[src/rtl/spinner_pkg.sv]
// Shared types for the multi-channel spinner emulator.
// Analog sample format and accumulator width helper.
package spinner_pkg;

    typedef logic signed [7:0] delta_t;

    typedef struct packed {
        logic   toggle;
        delta_t delta;
    } sample_t;

    typedef enum logic {
        SRC_SPIN  = 1'b0,
        SRC_MOUSE = 1'b1
    } src_t;

    function automatic int acc_w(input int out_w, input int ashift);
        return out_w + ashift;
    endfunction

endpackage

[src/rtl/spinner_chan.sv]
// One rotary channel: wrapping accumulator, button ramp, spinner toggle copy.
// Ports: clk, reset, tick, plus/minus/fast/invert, spin_tog, ana_valid/ana_delta,
//        spin_flip (raw spinner sample seen), pos (integer part of acc).
module spinner_chan
    import spinner_pkg::*;
#(
    parameter int OUT_W    = 8,
    parameter int ASHIFT   = 0,
    parameter int STEP_MIN = 1,
    parameter int STEP_MAX = 4,
    parameter int RAMP     = 5
) (
    input  logic             clk,
    input  logic             reset,
    input  logic             tick,
    input  logic             plus,
    input  logic             minus,
    input  logic             fast,
    input  logic             invert,
    input  logic             spin_tog,
    input  logic             ana_valid,
    input  delta_t           ana_delta,
    output logic             spin_flip,
    output logic [OUT_W-1:0] pos
);

    localparam int AW = acc_w(OUT_W, ASHIFT);
    localparam int SW = $clog2(STEP_MAX + 1);
    localparam int HW = (RAMP > 1) ? $clog2(RAMP) : 1;

    localparam logic [SW-1:0] S_MIN  = SW'(STEP_MIN);
    localparam logic [SW-1:0] S_MAX  = SW'(STEP_MAX);
    localparam logic [HW-1:0] H_LAST = HW'(RAMP - 1);

    logic [AW-1:0] acc;
    logic [SW-1:0] step, step_d;
    logic [HW-1:0] hold_cnt, hold_d;
    logic          tog_q;

    logic          up, dn;
    logic [SW-1:0] app;
    logic [AW-1:0] mag, dig, ana, tot;

    assign spin_flip = spin_tog ^ tog_q;
    assign pos       = acc[AW-1:ASHIFT];

    always_comb begin
        up  = plus & ~minus;
        dn  = minus & ~plus;
        app = fast ? S_MAX : step;
        mag = AW'(app) << ASHIFT;
        dig = '0;
        if (tick && up) begin
            dig = mag;
        end else if (tick && dn) begin
            dig = -mag;
        end
        // sized cast of a signed delta sign-extends into the accumulator
        ana = ana_valid ? AW'(ana_delta) : '0;
        tot = dig + ana;
        if (invert) begin
            tot = -tot;
        end

        step_d = step;
        hold_d = hold_cnt;
        if (tick) begin
            if (up || dn) begin
                if (hold_cnt == H_LAST) begin
                    hold_d = '0;
                    step_d = (step >= S_MAX) ? S_MAX : step + 1'b1;
                end else begin
                    hold_d = hold_cnt + 1'b1;
                end
            end else begin
                step_d = S_MIN;
                hold_d = '0;
            end
        end
    end

    always_ff @(posedge clk) begin
        if (reset) begin
            acc      <= '0;
            step     <= S_MIN;
            hold_cnt <= '0;
            tog_q    <= spin_tog;
        end else begin
            acc      <= acc + tot;
            step     <= step_d;
            hold_cnt <= hold_d;
            tog_q    <= spin_tog;
        end
    end

endmodule

[src/rtl/spinner_mc.sv]
// Multi-channel rotary-control emulator for paddle/dial inputs.
// Ports: clk, reset, strobe, minus/plus/fast/invert[CH], spin_in[CH*9],
//        mouse_in[9], spin_out[CH*OUT_W], src_mouse (ch0 source select).
module spinner_mc
    import spinner_pkg::*;
#(
    parameter int CH       = 2,
    parameter int OUT_W    = 8,
    parameter int ASHIFT   = 0,
    parameter int STEP_MIN = 1,
    parameter int STEP_MAX = 4,
    parameter int RAMP     = 5
) (
    input  logic                clk,
    input  logic                reset,
    input  logic                strobe,
    input  logic [CH-1:0]       minus,
    input  logic [CH-1:0]       plus,
    input  logic [CH-1:0]       fast,
    input  logic [CH-1:0]       invert,
    input  logic [CH*9-1:0]     spin_in,
    input  logic [8:0]          mouse_in,
    output logic [CH*OUT_W-1:0] spin_out,
    output logic                src_mouse
);

    sample_t       mouse_s;
    logic          strobe_q;
    logic          mouse_tog_q;
    logic          tick;
    logic          mouse_flip;
    logic [CH-1:0] spin_flip;
    src_t          src, src_d;

    assign mouse_s    = sample_t'(mouse_in);
    assign tick       = strobe & ~strobe_q;
    assign mouse_flip = mouse_s.toggle ^ mouse_tog_q;
    assign src_mouse  = (src == SRC_MOUSE);

    // spinner activity on channel 0 overrides a same-cycle mouse event
    always_comb begin
        src_d = src;
        if (spin_flip[0]) begin
            src_d = SRC_SPIN;
        end else if (mouse_flip) begin
            src_d = SRC_MOUSE;
        end
    end

    always_ff @(posedge clk) begin
        if (reset) begin
            src         <= SRC_SPIN;
            strobe_q    <= strobe;
            mouse_tog_q <= mouse_s.toggle;
        end else begin
            src         <= src_d;
            strobe_q    <= strobe;
            mouse_tog_q <= mouse_s.toggle;
        end
    end

    for (genvar g = 0; g < CH; g++) begin : g_ch
        sample_t smp;
        logic    ana_valid;
        delta_t  ana_delta;

        assign smp = sample_t'(spin_in[g*9 +: 9]);

        if (g == 0) begin : g_arb
            assign ana_valid = (src_d == SRC_MOUSE) ? mouse_flip : spin_flip[0];
            assign ana_delta = (src_d == SRC_MOUSE) ? mouse_s.delta : smp.delta;
        end else begin : g_plain
            assign ana_valid = spin_flip[g];
            assign ana_delta = smp.delta;
        end

        spinner_chan #(
            .OUT_W    (OUT_W),
            .ASHIFT   (ASHIFT),
            .STEP_MIN (STEP_MIN),
            .STEP_MAX (STEP_MAX),
            .RAMP     (RAMP)
        ) u_chan (
            .clk       (clk),
            .reset     (reset),
            .tick      (tick),
            .plus      (plus[g]),
            .minus     (minus[g]),
            .fast      (fast[g]),
            .invert    (invert[g]),
            .spin_tog  (smp.toggle),
            .ana_valid (ana_valid),
            .ana_delta (ana_delta),
            .spin_flip (spin_flip[g]),
            .pos       (spin_out[g*OUT_W +: OUT_W])
        );
    end

endmodule

[config.mk]
export PLATFORM = sky130hd
export DESIGN_NAME = spinner_mc
export DESIGN_NICKNAME = d
export VERILOG_FILES = /design/src/rtl/spinner_pkg.sv /design/src/rtl/spinner_chan.sv /design/src/rtl/spinner_mc.sv
export SDC_FILE = /design/constraint.sdc
export NUM_CORES = 1
export LEC_CHECK = 0
export BUFFER_PORTS_ARGS = -buffer_cell sky130_fd_sc_hd__buf_2
export CORE_MARGIN = 2
export CORE_UTILIZATION = 40
export CTS_CLUSTER_DIAMETER = 30
export DETAILED_ROUTE_END_ITERATION = 6
export SLEW_MARGIN = 20
export SYNTH_ARGS = -nofsm -noshare
export SYNTH_HDL_FRONTEND = slang
export SYNTH_HIERARCHICAL = 1
export SYNTH_SLANG_ARGS = --single-unit
export TNS_END_PERCENT = 20
[constraint.sdc]
create_clock -name clk -period 4.3 [get_ports clk]
set_clock_uncertainty 0.15 [all_clocks]
set_input_delay 0.645 -clock clk [delete_from_list [all_inputs] [get_ports clk]]
set_output_delay 0.645 -clock clk [all_outputs]
set_load 0.005 [all_outputs]
==> reports/qor.yml <==
die:
  dieArea_mm2: 0.00915
  fp-row-count: 33
  core_mm2: 0.00818
  dieWidth_um: 95.7
  ios: 55
  start_util_pct: 41.1
  die_y_um: 95.7
cells_and_area:
  drive_gt1_share_pct: 38.8
  regArea_um2: 661
  fill_cells: 750
  design_area_mm2: 0.00495
  antennaDiodeCount: 0
  final_common_cell: "buf_4"
  final_cell_mix: "buf_4 (96), buf_2 (52), ha_1 (38), inv_1 (35), nor2_1 (34)"
  synthToLayoutAreaGrowth_pct: 47.2
  multi_input_area_mm2: 0.00285
  finalNetCount: 655
critical_path:
  cp_cell_sequence: "buf_6 > xor2_4 > o21bai_4 > mux2_4 > and2_4 > ha_4 > inv_2 > fa_2 > and3b_1 > o21ai_2 > a2111oi_4 > a311oi_2 > o21ai_1 > xnor2_1 > ha_2 > o21ai_1 > nand2b_1 > a31oi_2 > xnor2_1 > xnor2_1 > xnor2_1 > nor2_1"
  max_stage_delay_ps: 340
  cpLargestDelayFamily: "compound AO/OA/AOI/OAI gates"
  endpoint_kind: "register"
  cp_num_buf_inv: 2
  crit_fanout: 5
  critPathLaunchType: "input pin"
  critPathSlowestCell: "a2111oi_4"
  arrival_ps: 4250
  critPathKind: "in -> reg"
  crit_required_ps: 4310
  crit_top_cell: "xnor2_1"
sta:
  fin_crit_sh_pct: 98.6
  relSlewSlack_pct: 62.1
  hold_violations: 0
  slew_violations: 0
  finalSetupTns_ps: 0
  setup_viol: 0
  tightest_slew_ps: 569
  rsz0062_at_grt: "yes"
  fin_crit_ps: 4240
  max_freq_mhz: 236
synthesis:
  synth-simple-area-share_pct: 20.4
  yosysTopAreaCellShare_pct: 19.7
  syn_area_per_cell_um2: 8.00
  synth_compound_area_share_pct: 21.0
  synthAdderAreaFrac_pct: 18.0
  synthArstFlopShare_pct: 0
  yosys_most_used_dff: "dfxtp_1"
  seq_area_frac_synth_pct: 19.7
  synth.largest_area_cell: "dfxtp_1"
  synthesis.nets: 504
  syn_inst: 420
  yosys.area_share.xor_xnor_pct: 11.7
  synth_edf_count: 0
  synthMuxAreaShare_pct: 3.28
  synth_area_leaders: "dfxtp_1 (20%), ha_1 (16%), xnor2_1 (7.3%), xor2_1 (4.4%), inv_1 (4.0%)"
  synth_cell_types: 49
  yosysWarnings: 6
  netlist_area_mm2: 0.00336
  synth_top_family_by_area: "compound AO/OA/AOI/OAI gates"
  ys_seq_elements: 33
route:
  finalWirelength_mm: 8.23
  viasPerCell: 4.97
  wl_per_cell_um: 12.2
  num_vias: 3368
  ant_nets: 0
  firstDrtPassIters: 6
  drtIter0Drc: 60
  drc: 0
placement:
  port-buffer-count: 54
  gp_congestion: 0.841
  dp_hpwl_mm: 6.48
  place_area_mm2: 0.00448
global_routing:
  grt_pass1_vias: 3326
  grt_max_degree: 30
  overflow: 0
  track_usage_pct: 19.2
  antenna_found_initial: 0
  grt_pass1_wl_mm: 14.1
power:
  power.density_mw_per_mm2: 369
  power_leakage_uw: 0.00227
  ir_drop_v: 0.000200
min_path:
  hp-class: "in -> reg"
clock_tree:
  cts_hold_buf: 0
  cts_made_buffers: 5
  cts_root_buf: "clkbuf_8"
  clk_latency_ps: 290
  clk_pin_slew_ps: 80
  cts_sinks: 33
  cts_tree: "yes"
  htree_levels: 2
  clockBufferDepth: 2
status:
  status: "completed"
run:
  max_cap_violations: 0
[cell type report]
cell class,count,area share (%)
Clock buffer,6,1.67
Clock inverter,2,0.758
Inverter,38,2.88
Multi-Input combinational cell,339,57.5
Sequential cell,33,13.3
Tap cell,105,2.65
Timing Repair Buffer,154,21.2
[through the flow]
step	hold WS (ps)	setup slack, ps	instances	total power [uW]	utilization, %
global placement	326	-390	663	1400	54.8
floorplan	313	-53.0	420	1000	-
CTS	313	3.38	674	1780	58.2
finish	319	58.8	677	1830	60.5
detailed placement	340	-554	663	1420	54.8
global route	315	-203	677	1990	60.5
[cell usage after synthesis (4+ instances only)]
library cell / n
xnor2_1: 28
and2_1: 12
nor2_1: 35
clkbuf_1: 6
o21ai_0: 18
a211oi_1: 6
nor3b_1: 4
nor2b_1: 13
nand2_1: 32
nand3_1: 8
o22ai_1: 4
ha_1: 42
xor2_1: 17
fa_1: 4
nand2b_1: 6
a21o_1: 4
mux2_2: 8
dfxtp_1: 33
o21ai_1: 10
nor3_1: 10
inv_1: 36
o21bai_1: 4
a31oi_1: 6
o31ai_1: 4
a21oi_1: 22
a32oi_1: 4
[what timing repair did]
item                                    CTS  global route
endpoints found under the setup margin    2             4
resized for setup                        21            34
pin swaps                                16            28
setup buffers                             3             3
[logic make-up after synthesis]
| group | after synthesis |
|---|---|
| AOI/OAI and AO/OA | 105 |
| xor gates and xnor gates | 45 |
| adders and majority gates | 46 |
| DFF | 33 |
| muxes | 10 |
| and+or+nand+nor | 133 |
| buffers and inverters | 48 |
[where the power goes]
group          switching, uW  total, uW  internal (uW)
clock network            135        324            189
registers               46.5        416            370
logic                    482       1090            606
[state kept, by name, summed over array words and instances (netlist names)]
register / count
g_ch.u_chan/pos: 16
g_ch.u_chan/hold_cnt: 6
g_ch.u_chan/step: 6
g_ch.u_chan/tog_q: 2
mouse_tog_q: 1
src_mouse: 1
strobe_q: 1
[metal layers]
| layer | up-vias | wire (um) | track usage, % | share of wire (%) |
|---|---|---|---|---|
| met1 | 1547 | 3710 | 23.0 | 45 |
| met2 | 48 | 4180 | 35.5 | 51 |
| met5 | - | 0 | 0 | 0 |
| met4 | 0 | 76 | 5.00 | 0.92 |
| met3 | 9 | 258 | 2.69 | 3.1 |
| li1 | 1764 | - | - | - |
[path summary, 6_finish.rpt]
| kind | startpoint | end | slack, ps | cells past startpoint |
|---|---|---|---|---|
| min | strobe | strobe_q | 320 | 1 |
| max | mouse_in[8] | g_ch[0].u_chan/pos[7] | 60 | 22 |
| max reg2reg | mouse_tog_q | g_ch[0].u_chan/pos[7] | 120 | 21 |
| min reg2reg | g_ch[1].u_chan/hold_cnt[0] | g_ch[1].u_chan/hold_cnt[0] | 350 | 2 |
(Power assumes the default switching activity.)
